`config.mk`:
```
export PLATFORM = sky130hd
export DESIGN_NAME = jk_driver
export DESIGN_NICKNAME = d
export VERILOG_FILES = /design/src/rtl/jk_driver.sv
export SDC_FILE = /design/constraint.sdc
export NUM_CORES = 1
export LEC_CHECK = 0
export BUFFER_PORTS_ARGS = -buffer_cell sky130_fd_sc_hd__buf_2
export CORE_UTILIZATION = 52
export CTS_CLUSTER_SIZE = 16
export DETAILED_ROUTE_END_ITERATION = 7
export PLACE_DENSITY = 0.83
export SYNTH_ARGS = -nofsm -noshare
export SYNTH_HDL_FRONTEND = slang
export SYNTH_SLANG_ARGS = --single-unit
```
`constraint.sdc`:
```
create_clock -name clk -period 3.4 [get_ports clk]
set_clock_uncertainty 0.05 [all_clocks]
set_input_delay 0.17 -clock clk [delete_from_list [all_inputs] [get_ports clk]]
set_output_delay 0.17 -clock clk [all_outputs]
set_load 0.02 [all_outputs]
```
`src/rtl/jk_driver.sv`:
```
// Excitation sequencer that drives a bank of WIDTH JK flops to a requested target state.
// Define JK_TOGGLE_EN to emit toggle excitation (j=k=1) instead of set/reset excitation.
module jk_driver #(
    parameter int WIDTH   = 4,
    parameter int TIMEOUT = 3
) (
    input  logic             clk,
    input  logic             rst_n,
    input  logic             tgt_valid,
    output logic             tgt_ready,
    input  logic [WIDTH-1:0] tgt_data,
    input  logic [WIDTH-1:0] q_fb,
    output logic [WIDTH-1:0] j,
    output logic [WIDTH-1:0] k,
    output logic             busy,
    output logic             done,
    output logic             err,
    output logic [WIDTH-1:0] mismatch
);

    localparam int CW = $clog2(TIMEOUT + 1);

    typedef enum logic [1:0] {
        S_IDLE,
        S_DRIVE,
        S_CHECK
    } state_e;

    state_e           state_q, state_d;
    logic [WIDTH-1:0] tgt_q, tgt_d;
    logic [WIDTH-1:0] j_q, j_d;
    logic [WIDTH-1:0] k_q, k_d;
    logic [WIDTH-1:0] mis_q, mis_d;
    logic [CW-1:0]    cnt_q, cnt_d;
    logic             done_q, done_d;
    logic             err_q, err_d;

    logic [WIDTH-1:0] exc_j, exc_k;
    logic [CW-1:0]    cnt_inc;
    logic             accept;

    assign accept  = tgt_valid && (state_q == S_IDLE);
    assign cnt_inc = cnt_q + CW'(1);

`ifdef JK_TOGGLE_EN
    assign exc_j = q_fb ^ tgt_data;
    assign exc_k = q_fb ^ tgt_data;
`else
    assign exc_j = ~q_fb & tgt_data;
    assign exc_k = q_fb & ~tgt_data;
`endif

    always_comb begin
        // NOTE: every output of this block gets a default first, so no path can infer a latch.
        state_d = state_q;
        tgt_d   = tgt_q;
        j_d     = '0;
        k_d     = '0;
        mis_d   = mis_q;
        cnt_d   = cnt_q;
        done_d  = 1'b0;
        err_d   = err_q;

        case (state_q)
            S_IDLE: begin
                if (accept) begin
                    tgt_d   = tgt_data;
                    j_d     = exc_j;
                    k_d     = exc_k;
                    err_d   = 1'b0;
                    mis_d   = '0;
                    cnt_d   = '0;
                    state_d = S_DRIVE;
                end
            end
            S_DRIVE: state_d = S_CHECK;
            S_CHECK: begin
                if (q_fb == tgt_q) begin
                    done_d  = 1'b1;
                    state_d = S_IDLE;
                end else if (cnt_inc == CW'(TIMEOUT)) begin
                    err_d   = 1'b1;
                    mis_d   = q_fb ^ tgt_q;
                    cnt_d   = cnt_inc;
                    state_d = S_IDLE;
                end else begin
                    cnt_d = cnt_inc;
                end
            end
            default: state_d = S_IDLE;
        endcase
    end

    // NOTE: state registers use non-blocking assignments so every flop samples pre-edge values.
    always_ff @(posedge clk or negedge rst_n) begin
        if (!rst_n) begin
            state_q <= S_IDLE;
            tgt_q   <= '0;
            j_q     <= '0;
            k_q     <= '0;
            mis_q   <= '0;
            cnt_q   <= '0;
            done_q  <= 1'b0;
            err_q   <= 1'b0;
        end else begin
            state_q <= state_d;
            tgt_q   <= tgt_d;
            j_q     <= j_d;
            k_q     <= k_d;
            mis_q   <= mis_d;
            cnt_q   <= cnt_d;
            done_q  <= done_d;
            err_q   <= err_d;
        end
    end

    assign tgt_ready = (state_q == S_IDLE);
    assign busy      = (state_q != S_IDLE);
    assign j         = j_q;
    assign k         = k_q;
    assign done      = done_q;
    assign err       = err_q;
    assign mismatch  = mis_q;

endmodule

```
## Word level (Yosys, flattened, before mapping)

Cells that the tools add are included.

- Mux-type cells: 21
- $add $sub $neg: 1
- Bitwise operators: 5
- Reduce and logical (&&, ||, !) cells: 8
- Equal/unequal tests: 8

Operators by type and width:

| operator | count |
|---|---|
| $mux 4 | 7 |
| $mux 2 | 5 |
| $and 4x4->4 | 2 |
| $not 4->4 | 2 |
| $pmux 4 s2 | 1 |
| $pmux 2 s3 | 1 |
| $mux 1 | 5 |
| $eq 2x2->1 const B | 2 |
| $eq 4x4->1 | 1 |
| $ne 2x2->1 const B | 2 |
| $pmux 2 s2 | 1 |
| $reduce_and 2->1 | 2 |
| $reduce_and 4->1 | 1 |
| $reduce_bool 2->1 | 2 |
| $xor 4x4->4 | 1 |
| $ne 3x3->1 const B | 1 |
| $reduce_and 3->1 | 1 |
| $add 2x1->2 const B | 1 |
| $eq 2x1->1 const B | 1 |
| $logic_not 2->1 | 1 |
| $ne 2x1->1 const B | 1 |
| $pmux 1 s2 | 1 |
| $logic_and 1x1->1 | 1 |

- Word-level logic and storage cells: 51
- Output and inout port bits: 16
- Bits in registers: 22
- Input port bits: 11

## Logic depth before layout (Yosys ltp)

- Depth after elaboration: 5
- Mapped depth: 6
- Depth with buffers taken out: 6

## Worst setup path before layout

No wires, ideal clock.

- Path kind: reg2reg
- Start point: register state_q[1]
- End point: register tgt_q[0]
- Data arrival time: 1296 ps
- Period minus slack after synthesis: 1471 ps
- Path buffers: 0
- Library setup time: 125 ps
- Setup slack: 1929 ps
- Required time: 3225 ps
- Stages on the path, launching flop included: 5
- Cell sequence: dfrtp_1 -> nor2_2 -> nand2_4 -> inv_4 -> mux2_2

- Longest elaborated chain between the ends: 3

Ends and longest elaborated chain:

| what | RTL line | source |
|---|---|---|
| start, declared | 29 | `state_e state_q, state_d;` |
| start signal, assigned | 106 | `state_q <= state_d;` |
| $logic_not 2->1 * | n/a |  |
| net tgt_ready | 10 | `output logic tgt_ready,` |
| $logic_and 1x1->1 | 42 | `assign accept = tgt_valid && (state_q == S_IDLE);` |
| $reduce_and 2->1 (no line) * | n/a |  |
| end signal, assigned | 107 | `tgt_q <= tgt_d;` |
| end, declared | 30 | `logic [WIDTH-1:0] tgt_q, tgt_d;` |

The timed path passes the listed nets; every way through them passes the cells marked *.
A chain may end at the register's enable or synchronous reset.

## Worst setup path in the final report

- Start point: input port q_fb[2]
- End point: register mis_q[1], in the netlist mismatch[1]

- Longest elaborated chain between the ends: 3

Ends and longest elaborated chain:

| what | RTL line | source |
|---|---|---|
| start, declared | 12 | `input logic [WIDTH-1:0] q_fb,` |
| $eq 4x4->1 | 78 | `if (q_fb == tgt_q) begin` |
| $ne 2x2->1 (no line) | n/a |  |
| $reduce_and 4->1 (no line) | n/a |  |
| end signal, assigned | 110 | `mis_q <= mis_d;` |
| end, declared | 33 | `logic [WIDTH-1:0] mis_q, mis_d;` |

Every way passes these cells.

==> flow_summary.html <==
<table>
<tr><th>Metric</th><th>Value</th></tr>
<tr><th colspan="2">Yosys</th></tr>
<tr><td>Number of enable flip-flop cells after synthesis</td><td>0</td></tr>
<tr><td>Top-count cell post-synth</td><td>sky130_fd_sc_hd__dfrtp_1</td></tr>
<tr><td>Dominant combinational cell family by area after synthesis</td><td>simple AND/OR/NAND/NOR gates</td></tr>
<tr><td>Synth Area in Simple Gates</td><td>0.1527</td></tr>
<tr><td>Mean post-synth cell area</td><td>13.33 um2</td></tr>
<tr><td>Area share of the largest cell type after synthesis</td><td>0.6162</td></tr>
<tr><td>Unique masters post-synth</td><td>22</td></tr>
<tr><td>Synthesized-area fraction occupied by ao, oa, aoi and oai cells</td><td>0.08543</td></tr>
<tr><td>Primary FF master, synth</td><td>sky130_fd_sc_hd__dfrtp_1</td></tr>
<tr><td>Post-synthesis instance total</td><td>between 60 and 70</td></tr>
<tr><td>Multiplexer share of the synthesized area</td><td>0.07283</td></tr>
<tr><td>Top cell type by total area after synthesis</td><td>sky130_fd_sc_hd__dfrtp_1</td></tr>
<tr><td>Async S/R FF share, synth</td><td>1.000</td></tr>
<tr><td>Summed instance area of the synthesized netlist</td><td>a little under 900 um2</td></tr>
<tr><td>Synth warn</td><td>0</td></tr>
<tr><td>Post-synth top cells</td><td>sky130_fd_sc_hd__dfrtp_1 (22), sky130_fd_sc_hd__nor3b_1 (8)</td></tr>
<tr><td>Ranking of synthesized cells by area</td><td>sky130_fd_sc_hd__dfrtp_1 (62%), sky130_fd_sc_hd__nor3b_1 (6.7%), sky130_fd_sc_hd__mux2_2 (5.0%), sky130_fd_sc_hd__o2bb2ai_1 (3.9%), sky130_fd_sc_hd__xnor2_1 (3.9%)</td></tr>
<tr><td>Share of synthesized cell area in full adder, half adder and majority cells</td><td>0.01401</td></tr>
<tr><td>Yosys reg bits</td><td>22</td></tr>
<tr><td>Share of the synthesized netlist area taken by xor and xnor gates</td><td>0.03922</td></tr>
<tr><td>Synthesized Nets</td><td>79</td></tr>
<tr><td>Register area share after synthesis</td><td>0.6162</td></tr>
<tr><th colspan="2">Global route</th></tr>
<tr><td>Maximum number of pins on one net before global-route repair</td><td>23</td></tr>
<tr><td>Vias in the first global route</td><td>682</td></tr>
<tr><td>Initial antenna violation count</td><td>0</td></tr>
<tr><td>Final global-route overflow total</td><td>0</td></tr>
<tr><td>Wire length of the first global-routing pass</td><td>2953 um</td></tr>
<tr><td>Total global-route track usage</td><td>0.2226</td></tr>
<tr><th colspan="2">Min path</th></tr>
<tr><td>Worst hold endpoint</td><td>k[1]$_DFF_PN0_</td></tr>
<tr><td>Worst Hold Path Cells</td><td>3</td></tr>
<tr><td>Hold path startpoint</td><td>tgt_valid</td></tr>
<tr><td>Hold Path Class</td><td>input pin to flip-flop</td></tr>
<tr><th colspan="2">Critical path</th></tr>
<tr><td>Max Fanout on Critical Path</td><td>4</td></tr>
<tr><td>Worst Path Buf+Inv</td><td>2</td></tr>
<tr><td>CP peak stage delay</td><td>0.53 ns</td></tr>
<tr><td>Worst reg-to-reg path cell count</td><td>4</td></tr>
<tr><td>Data arrival at the endpoint of the critical path</td><td>1.84 ns</td></tr>
<tr><td>Required time of the worst setup path</td><td>3.59 ns</td></tr>
<tr><td>FF-to-FF Start</td><td>tgt_q[0]$_DFFE_PN0P_</td></tr>
<tr><td>Slack of the worst reg-to-reg path</td><td>1.89 ns</td></tr>
<tr><td>Nature of the critical path endpoint</td><td>flip-flop</td></tr>
<tr><td>Crit path max-delay family</td><td>buffers and inverters</td></tr>
<tr><td>Cell chain of the critical path</td><td>dlygate4sd3_1 &gt; buf_2 &gt; xnor2_1 &gt; nand4_1 &gt; o21ai_2 &gt; o2bb2ai_1</td></tr>
<tr><td>WS Path Type</td><td>input pin to flip-flop</td></tr>
<tr><td>FF-to-FF End</td><td>mismatch[1]$_DFFE_PN0P_</td></tr>
<tr><td>Startpoint Class</td><td>input pin</td></tr>
<tr><td>Critical-path cell with the highest stage delay</td><td>sky130_fd_sc_hd__dlygate4sd3_1</td></tr>
<tr><th colspan="2">Power</th></tr>
<tr><td>Switching power as a share of total power</td><td>0.3768</td></tr>
<tr><td>Cell internal pwr</td><td>between 500 and 600 uW</td></tr>
<tr><td>Switch Pwr</td><td>330.3 uW</td></tr>
<tr><td>Fraction of power consumed by combinational cells</td><td>0.395</td></tr>
<tr><td>Lkg Pwr</td><td>about 0.00058 uW</td></tr>
<tr><td>Worst IR drop on VDD</td><td>468.9 uV</td></tr>
<tr><td>Portion of total power attributed to the clock network</td><td>0.160</td></tr>
<tr><td>Register share of total power</td><td>0.445</td></tr>
<tr><td>Power density cells</td><td>~750 nW/um2</td></tr>
<tr><td>Total power</td><td>876.7 uW</td></tr>
<tr><th colspan="2">Layout</th></tr>
<tr><td>Area Growth Syn to Fin</td><td>30.95%</td></tr>
<tr><td>Final layout net count</td><td>around 120</td></tr>
<tr><td>Diodes inserted</td><td>0</td></tr>
<tr><td>Fill cell instance count of the final layout</td><td>104</td></tr>
<tr><td>Finished layout cell area</td><td>1170 um2</td></tr>
<tr><td>Proportion of layout cells with a drive suffix above 1</td><td>0.3774</td></tr>
<tr><td>Final core utilization</td><td>0.7504</td></tr>
<tr><th colspan="2">Routing</th></tr>
<tr><td>Routed vias</td><td>approximately 670</td></tr>
<tr><td>Total Wirelength</td><td>1734 um</td></tr>
<tr><td>DRC Markers</td><td>4</td></tr>
<tr><td>Detail-routed net length per standard cell</td><td>14.21 um</td></tr>
<tr><td>Via/cell ratio</td><td>5.459</td></tr>
<tr><td>Number of violations reported at the end of detailed-routing iteration 0</td><td>17</td></tr>
<tr><td>Number of antenna-violating nets in the routed design</td><td>0</td></tr>
<tr><td>Iteration count of the initial detailed-routing pass</td><td>6</td></tr>
<tr><th colspan="2">Place</th></tr>
<tr><td>DP HPWL</td><td>1273 um</td></tr>
<tr><td>Gp weighted congestion</td><td>0.7565</td></tr>
<tr><td># port buffers</td><td>26</td></tr>
<tr><td>DP Area</td><td>1044 um2</td></tr>
<tr><th colspan="2">Clock network</th></tr>
<tr><td>CTS sink count</td><td>22</td></tr>
<tr><td>Clock transition time at the flip-flop clock pins of the worst setup and hold paths</td><td>about 0.11 ns</td></tr>
<tr><td>CTS tree</td><td>built</td></tr>
<tr><td>Total setup buffers inserted after CTS</td><td>0</td></tr>
<tr><td>Cell chosen for the clock root</td><td>sky130_fd_sc_hd__clkbuf_4</td></tr>
<tr><td>Number of clock buffers inserted by TritonCTS</td><td>3</td></tr>
<tr><td>Maximum clock path buffer count</td><td>2</td></tr>
<tr><td>Count of instances resized after the clock tree is built</td><td>0</td></tr>
<tr><td>Clock latency of the later-clocked register in the worst-skew pair</td><td>0.30 ns</td></tr>
<tr><td>CTS H-Tree Depth</td><td>1</td></tr>
<tr><th colspan="2">Floorplan</th></tr>
<tr><td>Num rows</td><td>14</td></tr>
<tr><td>Die span in x</td><td>43.45 um</td></tr>
<tr><td>Number of primary I/O pins</td><td>27</td></tr>
<tr><td>Placeable Area</td><td>between 1500 and 2000 um2</td></tr>
<tr><td>Area enclosed by the die boundary</td><td>~1900 um2</td></tr>
<tr><td>Initial core utilization</td><td>0.5730</td></tr>
<tr><td>Height of the die</td><td>between 40 and 50 um</td></tr>
<tr><th colspan="2">STA</th></tr>
<tr><td>Summed negative setup slack over all endpoints</td><td>0 ns</td></tr>
<tr><td>Slew Limit Headroom</td><td>0.6848</td></tr>
<tr><td>Final worst path period need</td><td>around 1.7 ns</td></tr>
<tr><td>Endpoints failing setup</td><td>0</td></tr>
<tr><td>Pins over their slew limit</td><td>0</td></tr>
<tr><td>Final hold vios</td><td>0</td></tr>
<tr><td>Slew at the pin closest to its max-slew limit</td><td>0.4728 ns</td></tr>
<tr><td>Max Clock Freq</td><td>0.6055 GHz</td></tr>
<tr><td>Post-route fraction of the period consumed by the critical path</td><td>0.4857</td></tr>
<tr><td>Unrepaired setup endpoints after global routing</td><td>false</td></tr>
<tr><th colspan="2">Flow run</th></tr>
<tr><td>Number of violations of the max-capacitance limit</td><td>0</td></tr>
<tr><th colspan="2">Outcome</th></tr>
<tr><td>Failing checks</td><td>design-rule violations</td></tr>
<tr><td>Result of the run</td><td>finished with violations</td></tr>
</table>
## how the worst max path moves through the flow
stage	startpoint	endpoint	slack, ns	cells past startpoint
after global routing	q_fb[2]	mismatch[3]$_DFFE_PN0P_	1.67	6
after global placement	state_q[1]$_DFFE_PN0P_	tgt_q[1]$_DFFE_PN0P_	2.01	4
after detailed placement	tgt_q[3]$_DFFE_PN0P_	mismatch[0]$_DFFE_PN0P_	1.92	4
after floorplan	state_q[1]$_DFFE_PN0P_	tgt_q[0]$_DFFE_PN0P_	1.93	4
final	q_fb[2]	mismatch[1]$_DFFE_PN0P_	1.75	6
after CTS	q_fb[2]	mismatch[0]$_DFFE_PN0P_	1.76	6
## registers in the layout, indices dropped and copies added, names as in the netlist
| name | count |
|---|---|
| tgt_q | 4 |
| err | 1 |
| cnt_q | 2 |
| done | 1 |
| state_q | 2 |
| j | 4 |
| mismatch | 4 |
| k | 4 |
## power by group through the flow
stage / Combinational, uW / Clock [uW] / Sequential (uW)
floorplan: 205 / 0 / 424
global placement: 325 / 0 / 390
detailed placement: 339 / 0 / 395
CTS: 347 / 144 / 391
global route: 373 / 155 / 402
finish: 346 / 141 / 390
## cells in the final DEF, fill, tap and decap left out
cell and count:
sky130_fd_sc_hd__o2bb2ai_1 4, sky130_fd_sc_hd__clkbuf_4 3, sky130_fd_sc_hd__dfrtp_1 22, sky130_fd_sc_hd__clkbuf_8 1, sky130_fd_sc_hd__mux2i_1 2, sky130_fd_sc_hd__dlygate4sd3_1 9
sky130_fd_sc_hd__mux2_2 4, sky130_fd_sc_hd__inv_4 1, sky130_fd_sc_hd__ha_1 1, sky130_fd_sc_hd__nor2_1 4, sky130_fd_sc_hd__nor2_2 1, sky130_fd_sc_hd__nand2_4 1
sky130_fd_sc_hd__nor3b_1 8, sky130_fd_sc_hd__nand2_1 2, sky130_fd_sc_hd__o21ai_2 1, sky130_fd_sc_hd__a31oi_1 1, sky130_fd_sc_hd__nand2b_1 2, sky130_fd_sc_hd__nor2b_1 1
sky130_fd_sc_hd__xnor2_1 4, sky130_fd_sc_hd__and4_4 1, sky130_fd_sc_hd__inv_1 3, sky130_fd_sc_hd__nand4_1 1, sky130_fd_sc_hd__o22ai_1 1, sky130_fd_sc_hd__o31ai_1 1
sky130_fd_sc_hd__buf_2 26, sky130_fd_sc_hd__a211oi_2 1
## cell families (layout without fill, tap and decap cells)
| logic type | after synthesis | count (layout) |
|---|---|---|
| AOI/OAI and AO/OA | 9 | 9 |
| xor gates and xnor gates | 4 | 4 |
| adders and majority gates | 1 | 1 |
| buffers and inverters | 4 | 43 |
| DFF | 22 | 22 |
| muxes | 6 | 6 |
| and+or+nand+nor | 21 | 21 |
## per-stage QoR
| step | hold slack, ns | std cells | setup WS (ns) |
|---|---|---|---|
| 2_1_floorplan | -0.1756 | 67 | 1.929 |
| 3_3_place_gp | 0.09579 | 109 | 2.005 |
| 3_5_place_dp | 0.1006 | 109 | 1.924 |
| 4_1_cts | 0.1633 | 122 | 1.758 |
| 5_1_grt | 0.1753 | 122 | 1.670 |
| 6_report | 0.1707 | 122 | 1.749 |
## per-layer routing
metal  part of all wire  GRT usage
met5                  0          0
met2               0.53     0.3727
met1               0.42     0.2779
met4              0.021     0.1375
met3              0.032    0.02500
## final cells by class
| class | instances | area, um2 | share of cell area |
|---|---|---|---|
| clock buffer | 4 | 36.28 | 0.03102 |
| inverter | 4 | 17.52 | 0.01497 |
| sequential | 22 | 550.5 | 0.4706 |
| multi-input combinational | 41 | 325.3 | 0.2781 |
| tap | 16 | 20.02 | 0.01711 |
| timing repair buffer | 35 | 220.2 | 0.1882 |
## tightest hold or removal path, delay by kind of cell
| family | cells | cell delay [ns] |
|---|---|---|
| AND/OR/NAND/NOR | 2 | 0.20 |
| buffers and inverters | 1 | 0.13 |
## repair_timing
| action | CTS | global route |
|---|---|---|
| endpoints found under the setup margin | 0 | 0 |
| hold buffers | 9 | 0 |
| hold endpoints to repair | 30 | 0 |
Power figures use the tool's default switching activity.
